<file path="config.mk">
export PLATFORM = sky130hd
export DESIGN_NAME = mem_port_unit
export DESIGN_NICKNAME = d
export VERILOG_FILES = /design/src/rtl/memif_pkg.sv /design/src/rtl/memif_timeout_ctr.sv /design/src/rtl/mem_port_unit.sv
export SDC_FILE = /design/constraint.sdc
export NUM_CORES = 1
export LEC_CHECK = 0
export CORE_MARGIN = 1.5
export CORE_UTILIZATION = 38
export DETAILED_ROUTE_END_ITERATION = 12
export GPL_TIMING_DRIVEN = 0
export PLACE_DENSITY_LB_ADDON = 0.25
export SETUP_SLACK_MARGIN = 0.2
export SLEW_MARGIN = 30
export SYNTH_ARGS = -nofsm -noshare
export SYNTH_HDL_FRONTEND = slang
export SYNTH_HIERARCHICAL = 1
export SYNTH_SLANG_ARGS = --single-unit
</file>
<file path="constraint.sdc">
create_clock -name clk -period 1.78 [get_ports clk]
set_clock_uncertainty 0.05 [all_clocks]
set_input_delay 0.267 -clock clk [delete_from_list [all_inputs] [get_ports clk]]
set_output_delay 0.267 -clock clk [all_outputs]
set_load 0.005 [all_outputs]
</file>
<file path="src/rtl/memif_pkg.sv">
// memif_pkg: shared states, op encoding and default widths for the memory port unit
package memif_pkg;
    typedef enum logic [1:0] {IDLE, REQ, DONE} state_t;
    localparam logic OP_RD = 1'b0;
    localparam logic OP_WR = 1'b1;
    localparam int DEF_DATA_W = 32;
    localparam int DEF_ADDR_W = 9;
    localparam int DEF_TIMEOUT_CYC = 16;
endpackage

</file>
<file path="src/rtl/memif_timeout_ctr.sv">
// memif_timeout_ctr: clear/enable cycle counter with terminal flag at TIMEOUT_CYC-1
module memif_timeout_ctr
    import memif_pkg::*;
#(
    parameter int TIMEOUT_CYC = DEF_TIMEOUT_CYC
) (
    input  logic clk,
    input  logic clr,
    input  logic i_clear,
    input  logic i_en,
    output logic o_term
);
    localparam int CW = $clog2(TIMEOUT_CYC + 1);
    logic [CW-1:0] r_cnt;
    // restart at 0 on reset or clear, otherwise count each enabled cycle
    always_ff @(posedge clk)
        r_cnt <= (!clr || i_clear) ? '0 : (i_en ? r_cnt + 1'b1 : r_cnt);
    assign o_term = r_cnt == CW'(TIMEOUT_CYC - 1);
endmodule

</file>
<file path="src/rtl/mem_port_unit.sv">
// mem_port_unit: MAR/MDR owner running a req/ack handshake to variable-latency memory (optional MEMIF_TIMEOUT_EN)
module mem_port_unit
    import memif_pkg::*;
#(
    parameter int DATA_W      = DEF_DATA_W,
    parameter int ADDR_W      = DEF_ADDR_W,
    parameter int TIMEOUT_CYC = DEF_TIMEOUT_CYC
) (
    input  logic              clk,
    input  logic              clr,
    input  logic [DATA_W-1:0] bus_in,
    input  logic              mar_in,
    input  logic              mdr_in,
    input  logic              rd,
    input  logic              wr,
    output logic [ADDR_W-1:0] mar_q,
    output logic [DATA_W-1:0] mdr_q,
    output logic              busy,
    output logic              done,
    output logic              err,
    output logic              mem_req,
    output logic              mem_we,
    output logic [ADDR_W-1:0] mem_addr,
    output logic [DATA_W-1:0] mem_wdata,
    input  logic [DATA_W-1:0] mem_rdata,
    input  logic              mem_ack
);
    if (TIMEOUT_CYC < 1) begin : g_bad_cfg
        $error("mem_port_unit: TIMEOUT_CYC must be >= 1");
    end

    state_t r_state, w_next;
    logic r_op, r_err;
    logic [ADDR_W-1:0] r_mar, r_addr;
    logic [DATA_W-1:0] r_mdr;
    logic w_idle, w_req, w_start, w_ack, w_tmo;

    assign w_idle  = r_state == IDLE;
    assign w_req   = r_state == REQ;
    assign w_start = w_idle && (rd || wr);
    assign w_ack   = w_req && mem_ack;

`ifdef MEMIF_TIMEOUT_EN
    logic w_term;
    memif_timeout_ctr #(.TIMEOUT_CYC(TIMEOUT_CYC)) u_ctr (
        .clk     (clk),
        .clr     (clr),
        .i_clear (!w_req),
        .i_en    (w_req),
        .o_term  (w_term)
    );
    assign w_tmo = w_req && w_term && !mem_ack;
`else
    assign w_tmo = 1'b0;
`endif

    // state register
    always_ff @(posedge clk)
        r_state <= !clr ? IDLE : w_next;

    // next state: start from IDLE, leave REQ on ack (or timeout), DONE lasts one cycle
    always_comb begin
        w_next = r_state;
        if (w_start) w_next = REQ;
        else if (w_ack) w_next = DONE;
        else if (w_tmo || !(w_idle || w_req)) w_next = IDLE;
    end

    // MAR/MDR loads only while idle; the request address is snapshotted from the pre-load MAR
    always_ff @(posedge clk) begin
        if (!clr) begin
            r_mar  <= '0;
            r_mdr  <= '0;
            r_addr <= '0;
            r_op   <= OP_RD;
            r_err  <= 1'b0;
        end else begin
            r_err <= w_tmo;
            if (w_idle && mar_in) r_mar <= bus_in[ADDR_W-1:0];
            if (w_idle && mdr_in) r_mdr <= bus_in;
            else if (w_ack && r_op == OP_RD) r_mdr <= mem_rdata;
            if (w_start) begin
                r_addr <= r_mar;
                r_op   <= rd ? OP_RD : OP_WR;
            end
        end
    end

    assign mar_q     = r_mar;
    assign mdr_q     = r_mdr;
    assign busy      = w_req;
    assign done      = r_state == DONE;
    assign err       = r_err;
    assign mem_req   = w_req;
    assign mem_we    = w_req && r_op == OP_WR;
    assign mem_addr  = r_addr;
    assign mem_wdata = r_mdr;
endmodule

</file>
==> run metrics <==
Post-synth EDFFs 0; worst r2r dst mdr_q[12]$_SDFFE_PN0P_; Final GP Congestion 0.757; first-pass GRT wire length 13700 µm; Finished Core Util 70.5%; multiplexer area fraction after synthesis 3.31%; Synth cell types 27; Fin Setup TNS 0 ns; peak supply drop 0.359 mV; drt first pass iters 4; critical path peak fanout 10; RSZ-0062 raised after global routing yes; vias in the first global route 2802; total track usage 22.7%; layout cells sized above 1 31.6%; Yosys reg bits 53; post-route worst setup slack 0.134 ns; Compound-Gate Fraction of Synth Area 21.2%; crit path kind flip-flop to flip-flop; Synth area leader dfxtp_1; f_max 608 MHz; Gate Count Post-Synth 308; crit path to mdr_q[12]$_SDFFE_PN0P_; # DRC 0; Ports 158; pre-CTS WS -0.204 ns; initial antenna violation count 0; largest net degree at the start of global routing 18; Ys Warns 6; Ant. Diodes 0; antenna-violating nets left 0; area grow syn2layout 77.8%; Synth area leaders dfxtp_1, a311oi_2, buf_4, nand2_1, nor3_1; max_slew headroom 48.0%; fin crit share 92.5%; most frequent cells in the layout clkdlybuf4s50_1, nand2_1, buf_4, dfxtp_2, nor3_1; Vias 2866; syn_nets 379; CTS clk-pin slew, worst paths 0.10 ns; # Max-Cap Violations 0; CP Launch Type flip-flop; Hold Vio Cnt, Final 0; synthesized cell area 0.00272 mm²; Worst-Margin Slew 0.780 ns; initial core utilization 39.6%; crit path capture type flip-flop; area of the multi-input gates 0.00128 mm²; main combinational cell family by area after synthesis compound AO/OA/AOI/OAI gates; origin of the critical flop-to-flop path r_state[0]$_SDFFE_PN0P_; worst hold path type input pin to flip-flop; placed insts 560; total core area 0.00687 mm²; clk_lat worst skew 0.31 ns; number of DRC markers in iteration 0 95; WL/cell 15.6 µm; final setup vio count 0; Placed Instance Area 0.00440 mm²; max-slew violations 0; chip width 87.6 µm; Filler Cell Count 548; clock root buffer clkbuf_8; number of H-tree levels 2; Leakage Power 2.28 nW; WL final 9050 µm; Critical path origin r_state[0]$_SDFFE_PN0P_; Layout Cells excl Fill 580; asr flop ratio synth 0%; Synth Area in Simple Gates 20.9%; Critical Path AT 1.81 ns; Critical Path RT 1.95 ns; Nets 554; r2r worst-path depth 7; post-synth top area share 39.0%; die area 0.00768 mm²; Seq/Total Area, Yosys 39.0%; Rows 30; CTS Buf Count 5; power per cell area 719 mW/mm²; Synth Area in Adders 0%; fin crit period 1.65 ns; xor and xnor fraction of the mapped netlist area 0%; register area 0.00111 mm²; Sink Count 53; CTS tree yes; clock buffer depth 2; Avg Cell Area, Syn 8.84 µm²; commonest non-fill, non-tap cell in the layout clkdlybuf4s50_1; hold depth 2; IO buf count 156; r2r setup slk 0.13 ns; Final Cell Area 0.00484 mm²; vias per cell 4.94; DIE HEIGHT 87.6 µm; GR Overflow Total 0; post-DP HPWL 6570 µm; status completed; ys flop type dfxtp_1
cells by family (layout without fill, tap and decap cells):
logic type / Yosys count / after routing
buffers and inverters: 64 / 240
DFF: 53 / 53
other: 1 / 1
muxes: 9 / 9
and+or+nand+nor: 128 / 128
AOI/OAI and AO/OA: 53 / 53
cells in the mapped netlist, types with 2 or more instances:
library cell,number
buf_6,4
nand2_1,64
mux2i_1,9
clkbuf_1,9
o21ai_0,9
nor2_1,12
buf_4,36
nor3_1,32
nor2b_1,2
or2_2,2
a21oi_1,10
nor3b_1,2
dfxtp_1,53
nand3_1,9
a311oi_2,30
buf_2,13
a311oi_1,2
critical path, stage by stage (launching register included):
cell and delay (ns):
dfxtp_4 0.36, buf_6 0.13, nor4bb_4 0.14, buf_4 0.16
or2_1 0.21, buf_6 0.15, buf_12 0.15, a311oi_2 0.20
repair_timing:
action                     CTS  global route
gates cloned                 2             0
pin swaps                    0             1
hold buffers                 0             0
resized for setup           66            55
setup endpoints to repair   65            76
setup buffers                7             3
per-stage QoR:
stage | total power, W | hold WS, ns
after global routing | 0.00366 | 0.236
final | 0.00348 | 0.241
after global placement | 0.00266 | 0.408
after floorplan | 0.00202 | 0.314
after detailed placement | 0.00269 | 0.419
after CTS | 0.00348 | 0.437
per-layer routing:
layer,routed length [µm],up-vias,GRT usage (%)
li1,-,1392,-
met1,3840,1361,26.6
met5,0,-,0
met4,99,0,5.19
met3,666,10,7.26
met2,4440,103,40.3
cell type report:
| cell class | count | share of cell area (%) |
|---|---|---|
| Inverter | 2 | 0.155 |
| Tap cell | 96 | 2.48 |
| Clock inverter | 3 | 0.465 |
| Clock buffer | 5 | 1.42 |
| Sequential cell | 53 | 23.0 |
| Buffer | 62 | 10.1 |
| Timing Repair Buffer | 168 | 35.8 |
| Multi-Input combinational cell | 191 | 26.5 |
sequential cells by signal (all words and copies together), names as in the netlist:
| signal | cells |
|---|---|
| r_op | 1 |
| mdr_q | 32 |
| mar_q | 9 |
| r_state | 2 |
| mem_addr | 9 |
where the power goes:
group / switching (W) / leakage (nW) / internal (W) / total [W]
combinational: 0.000506 / 1.79 / 0.000843 / 0.00135
clock: 0.000433 / 0.0364 / 0.000277 / 0.000710
sequential: 0.000101 / 0.450 / 0.00132 / 0.00142
how the worst min path moves through the flow:
stage                                   startpoint                  endpoint  slack [ns]
after floorplan                                 rd         r_op$_SDFFE_PN0P_        0.31
after global placement    mem_addr[8]$_SDFFE_PN0P_  mem_addr[8]$_SDFFE_PN0P_        0.41
after detailed placement  mem_addr[0]$_SDFFE_PN0P_  mem_addr[0]$_SDFFE_PN0P_        0.42
after CTS                 mem_addr[8]$_SDFFE_PN0P_  mem_addr[8]$_SDFFE_PN0P_        0.44
after global routing                       mem_ack   r_state[1]$_SDFFE_PP0P_        0.24
final                                      mem_ack   r_state[1]$_SDFFE_PP0P_        0.24
Note: power is estimated with default switching activity, not from simulation.
==> edit 1: new RTL, same settings <==
`DEF_DATA_W`: 32 -> 64.
--- a/src/rtl/memif_pkg.sv
+++ b/src/rtl/memif_pkg.sv
@@ -3,7 +3,7 @@
     typedef enum logic [1:0] {IDLE, REQ, DONE} state_t;
     localparam logic OP_RD = 1'b0;
     localparam logic OP_WR = 1'b1;
-    localparam int DEF_DATA_W = 32;
+    localparam int DEF_DATA_W = 64;
     localparam int DEF_ADDR_W = 9;
     localparam int DEF_TIMEOUT_CYC = 16;
 endpackage
Ports: changed (resized bus_in, mdr_q, mem_rdata and mem_wdata); port bits go from 158 to 286. The function was not compared with the original's and may differ.
==> edit 1 against the unedited design <==
  * Design area is 80% higher
  * Total power rose by 99%
  * Combinational power up 94%
  * Setup slack got worse by 0.032 ns
  * Area after synthesis up 71%
  * Wire length increased by 97%
  * Utilization rose by 2.0 points
  * Sequential cell count rose by 32
  * Largest cell class unchanged
  * Largest power group is now combinational cells
==> edit 1: results (changes against the unedited design) <==
| Metric | Value |
|---|---|
| CTS Buffer Depth | 2 (unchanged) |
| Drt pass-1 iters | 4 (unchanged) |
| Cell variety after synth | 28 (was 27) |
| WL/cell | 17.8 um (was 15.6 um) |
| Vias | 5130 (was 2866) |
| TritonCTS Buffers | 9 (was 5) |
| Critical Path AT | 1.87 ns (was 1.81 ns) |
| Finished Layout Cells | 1000 (was 580) |
| CTS H-tree depth | 3 (was 2) |
| Min-delay worst type | in2reg (unchanged) |
| Yosys warns | 6 (unchanged) |
| Largest net degree at the start of global routing | 15 (was 18) |
| Ant diodes | 0 (unchanged) |
| Outcome | finished clean (unchanged) |
| Share of cells above drive strength 1 | 36.0% (was 31.6%) |
| Top_reg_cell synth | dfxtp_1 (unchanged) |
| Post-synthesis sequential area ratio | 36.5% (was 39.0%) |
| Root Buffer | clkbuf_16 (was clkbuf_8) |
| Syn avg cell area | 8.97 um^2 (was 8.84 um^2) |
| Hold_sp | mem_ack (unchanged) |
| Number of flip-flops in the largest register | 64 (was 32) |
| Mapped Nets | 655 (was 379) |
| Type of origin of the critical path | register (unchanged) |
| Nets | 983 (was 554) |
| Fillers | 906 (was 548) |
| Leakage power | 3.79 nW (was 2.28 nW) |
| Detailed Route Iter0 Violations | 310 (was 95) |
| Last weighted congestion value of the routability-driven placer | 0.843 (was 0.757) |
| Largest delay share family, worst path | buffers and inverters (unchanged) |
| Reg-to-Reg Start | r_state[0]$_SDFFE_PN0P_ (unchanged) |
| Initial antenna violation count | 0 (unchanged) |
| Psw | 2.00 mW (was 1.04 mW) |
| Post-synth ARST share | 0% (unchanged) |
| Placed cells | 951 (was 560) |
| CP max stage cell | dfxtp_4 (unchanged) |
| Worst slew pin tran | 0.740 ns (was 0.780 ns) |
| Clock latency on the worst-skew pair | 0.34 ns (was 0.31 ns) |
| Critical Path Max Stage Delay | 0.35 ns |
| First-pass GRT wire length | 27.0 mm (was 13.7 mm) |
| Port bufs | 284 (was 156) |
| Placed Instance Area | 7690 um^2 (was 4400 um^2) |
| Post-DP HPWL | 12.7 mm (was 6.57 mm) |
| Worst Path Max Fanout | 10 (unchanged) |
| Maximum VDD drop | 461 uV (was 359 uV) |
| Clock transition at path regs | 0.06 ns (was 0.10 ns) |
| GRT Total Usage | 26.2% (was 22.7%) |
| Area contributors post-synth | dfxtp_1 36%, a311oi_2 19%, buf_4 12% (was dfxtp_1 39%, a311oi_2 17%, buf_4 9.9%) |
| Commonest cells in the netlist | 128 x nand2_1, 85 x dfxtp_1, 77 x buf_4, 64 x nor3_1, 60 x a311oi_2 (was 64 x nand2_1, 53 x dfxtp_1, 36 x buf_4, 32 x nor3_1, 30 x a311oi_2) |
| Number of global-route vias before repair | 5178 (was 2802) |
| FF+latch area | 1800 um^2 (was 1110 um^2) |
-- edit 1: layout make-up --
cell class / count / area share (%)
clock inverters: 5 / 0.676
inverters: 2 / 0.0863
well taps: 147 / 2.11
clock buffers: 11 / 2.90
multi-input cells: 319 / 25.6
repair buffers: 317 / 37.0
plain buffers: 114 / 11.0
flip-flops and latches: 85 / 20.6
-- edit 1: cells by family after synthesis --
| kind of cell | share of synthesized area (%) |
|---|---|
| multiplexers | 1.93 |
| other | 0.0804 |
| buffers and inverters | 17.9 |
| AND/OR/NAND/NOR | 21.2 |
| flip-flops | 36.5 |
| AO/OA/AOI/OAI | 22.4 |
-- edit 1: per-layer routing --
layer | vias up | GRT usage, % | part of all wire [%]
met4 | 0 | 9.08 | 2.1
met2 | 198 | 46.9 | 52
li1 | 2428 | - | -
met1 | 2473 | 30.7 | 39
met5 | - | 0 | 0
met3 | 31 | 6.00 | 6.7
-- edit 1: final timing paths --
check | end | cells past startpoint | slack (ns)
min reg2reg | mem_addr[6]$_SDFFE_PN0P_ | 2 | 0.44
max reg2reg | mdr_q[34]$_SDFFE_PN0P_ | 6 | 0.10
max | mdr_q[34]$_SDFFE_PN0P_ | 6 | 0.10
min | r_state[1]$_SDFFE_PP0P_ | 2 | 0.20
-- edit 1: power groups by stage --
| stage | clock, mW | combinational [mW] | sequential [mW] |
|---|---|---|---|
| 2_1_floorplan | 0 | 1.14 | 2.31 |
| 3_3_place_gp | 0 | 2.33 | 2.33 |
| 3_5_place_dp | 0 | 2.38 | 2.34 |
| 4_1_cts | 1.98 | 2.55 | 2.33 |
| 5_1_grt | 2.08 | 2.78 | 2.37 |
| 6_report | 1.98 | 2.62 | 2.34 |
-- edit 1: stage by stage --
| step | setup TNS (ns) | setup WS, ns | hold WS [ns] |
|---|---|---|---|
| floorplan | 0 | 0.321 | 0.314 |
| global route | 0 | 0.0110 | 0.217 |
| CTS | 0 | 0.0899 | 0.431 |
| finish | 0 | 0.102 | 0.205 |
| global placement | -21.78 | -0.388 | 0.409 |
| detailed placement | -22.12 | -0.402 | 0.417 |
-- edit 1: worst register-to-register path, stage by stage (launching register included) --
cell and delay (ns):
dfxtp_4 0.35, buf_6 0.13, nor3b_4 0.26, buf_6 0.19
buf_2 0.24, nand2_1 0.10, a311oi_2 0.27
-- edit 1: repair_timing --
item,CTS,global route
gates cloned,10,2
setup buffers,18,3
pin swaps,14,16
endpoints found under the setup margin,155,101
resized for setup,184,50
==> edit 2: new RTL, config.mk and constraints unchanged <==
Made on the original files. Add a define of `MEMIF_TIMEOUT_EN`.
--- a/src/rtl/mem_port_unit.sv
+++ b/src/rtl/mem_port_unit.sv
@@ -1,4 +1,6 @@
 // mem_port_unit: MAR/MDR owner running a req/ack handshake to variable-latency memory (optional MEMIF_TIMEOUT_EN)
+`define MEMIF_TIMEOUT_EN
+
 module mem_port_unit
     import memif_pkg::*;
 #(
Formal check against the unedited RTL: no difference found for any inputs over 10 cycles, from zero or initial values; that may be too few to reach the edited logic, so the function may still have changed.
==> edit 2 against the unedited design <==
  * Non-clock buffer count is 10 higher
  * Critical endpoint is now mdr_q[22]$_SDFFE_PN0P_
  * Count of clock-buffer cells in the layout is 5 higher
  * Highest routed layer unchanged
  * Sequential cell count is 6 higher
  * Total power is 26% higher
  * Area after synthesis is 9.6% higher
  * Sequential power is 9.9% higher
  * Wire length is 6.2% higher
  * Setup slack worse by 0.0086 ns
  * Design area is 11% higher
==> edit 2: results (changes against the unedited design) <==
| Metric | Value |
|---|---|
| Max-Slew Margin vs Limit | 51.0% (was 48.0%) |
| Worst Path Max Fanout | 7 (was 10) |
| Met3 WL post-DR | 663 um (was 666 um) |
| Largest net degree at the start of global routing | 12 (was 18) |
| Root Buffer | clkbuf_8 (unchanged) |
| Area contributors post-synth | dfxtp_1 40%, a311oi_2 15%, buf_4 8.8% (was dfxtp_1 39%, a311oi_2 17%, buf_4 9.9%) |
| Syn avg cell area | 8.96 um^2 (was 8.84 um^2) |
| First-pass GRT wire length | 15.0 mm (was 13.7 mm) |
| Mapped Nets | 406 (was 379) |
| Leakage power | 2.33 nW (was 2.28 nW) |
| Yosys warns | 6 (unchanged) |
| Clock latency on the worst-skew pair | 0.33 ns (was 0.31 ns) |
| Share of cells above drive strength 1 | 33.4% (was 31.6%) |
| Dpl ws | -0.261 ns (was -0.204 ns) |
| Outcome | finished clean (unchanged) |
| Critical Path AT | 1.85 ns (was 1.81 ns) |
| Post-synthesis sequential area ratio | 39.6% (was 39.0%) |
| Clock transition at path regs | 0.07 ns (was 0.10 ns) |
| Met2 wire length | 4.75 mm (was 4.44 mm) |
| Fillers | 596 (was 548) |
| Cell variety after synth | 35 (was 27) |
| Placed cells | 592 (was 560) |
| Ant diodes | 0 (unchanged) |
| Psw | 1.19 mW (was 1.04 mW) |
| Maximum VDD drop | 419 uV (was 359 uV) |
| Nets | 595 (was 554) |
| GRT Total Usage | 22.6% (was 22.7%) |
| DRC viols | 0 (unchanged) |
| Routed WL | 9.61 mm (was 9.05 mm) |
| Seq cells post-synth | 59 (was 53) |
| Port bufs | 157 (was 156) |
| Post-synth ARST share | 0% (unchanged) |
| TritonCTS Buffers | 9 (was 5) |
| CTS H-tree depth | 3 (was 2) |
| CTS sink cnt | 59 (was 53) |
| Last weighted congestion value of the routability-driven placer | 0.754 (was 0.757) |
| Vias per inst | 4.98 (was 4.94) |
| Commonest cells in the netlist | 64 x nand2_1, 59 x dfxtp_1, 35 x buf_4, 32 x nor3_1, 30 x a311oi_2 (was 64 x nand2_1, 53 x dfxtp_1, 36 x buf_4, 32 x nor3_1, 30 x a311oi_2) |
| Placed Instance Area | 4680 um^2 (was 4400 um^2) |
| Vias | 3134 (was 2866) |
| Number of flip-flops in the largest register | 32 (unchanged) |
| Detailed Route Iter0 Violations | 131 (was 95) |
| Post-DP HPWL | 6.74 mm (was 6.57 mm) |
| Wl on met1 | 4.04 mm (was 3.84 mm) |
==> edit 2: changes by cell type after synthesis, sizes merged, moves of 2 or more <==
cell and change:
nor2 +3, ha +2, nand3b +2, inv +3, dfxtp +6, mux2i +2
==> edit 2: timing repair <==
item / CTS / global route
buffers inserted: 13 / 2
gates resized for setup: 99 / 45
endpoints found under the hold margin: 0 / 0
endpoints found under the setup margin: 67 / 70
pin swaps: 0 / 1
gates cloned: 3 / 3
==> edit 2: path summary, 6_finish.rpt <==
check	from	endpoint	slack (ns)	cells past startpoint
min	mem_ack	err$_SDFF_PN0_	0.27	2
max reg2reg	r_state[0]$_SDFFE_PN0P_	mdr_q[22]$_SDFFE_PN0P_	0.13	7
max	r_state[0]$_SDFFE_PN0P_	mdr_q[22]$_SDFFE_PN0P_	0.13	7
min reg2reg	mem_addr[1]$_SDFFE_PN0P_	mem_addr[1]$_SDFFE_PN0P_	0.44	2
==> edit 2: layer usage <==
metal  global-route usage, %  vias up
met4                    8.59        0
li1                        -     1520
met5                       0        -
met2                    37.6      121
met3                    4.94       14
met1                    28.4     1479
==> edit 2: kinds of logic (layout without fill, tap and decap cells) <==
family	count (synthesis)	count (layout)	share of synthesized area [%]
AO/OA/AOI/OAI	56	56	20.2
XOR/XNOR	1	1	0.294
adder cells (fa/ha/maj)	2	2	0.839
buffers and inverters	66	260	14.3
flip-flops	59	59	39.6
multiplexers	11	11	3.69
AND/OR/NAND/NOR	138	138	21.1
==> edit 2: critical path, stage by stage, from the launching register on <==
cell and delay (ns):
dfxtp_4 0.35, buf_6 0.12, nor4bb_2 0.16, buf_2 0.15
or2_4 0.24, buf_12 0.16, buf_6 0.12, a311oi_2 0.23
==> edit 2: area by class of cell <==
class / count / area, um^2 / share of cell area (%)
Timing Repair Buffer: 178 / 1820 / 34.0
Multi-Input combinational cell: 208 / 1420 / 26.5
Sequential cell: 59 / 1230 / 23.0
Buffer: 62 / 519 / 9.67
Clock buffer: 10 / 138 / 2.56
Tap cell: 102 / 128 / 2.38
Clock inverter: 6 / 88.8 / 1.65
Inverter: 4 / 15.0 / 0.280
==> edit 2: through the flow <==
step	hold WS [ns]	utilization, %
final	0.271	70.2
after global routing	0.292	70.2
after CTS	0.260	68.3
after detailed placement	0.425	61.2
after global placement	0.411	61.2
after floorplan	0.295	-
==> edit 2: power groups by stage <==
stage,clock network (mW),registers (mW),logic [mW]
4_1_cts,1.39,1.55,1.39
3_5_place_dp,0,1.57,1.28
5_1_grt,1.46,1.57,1.55
6_report,1.38,1.56,1.44
2_1_floorplan,0,1.56,0.622
3_3_place_gp,0,1.56,1.26
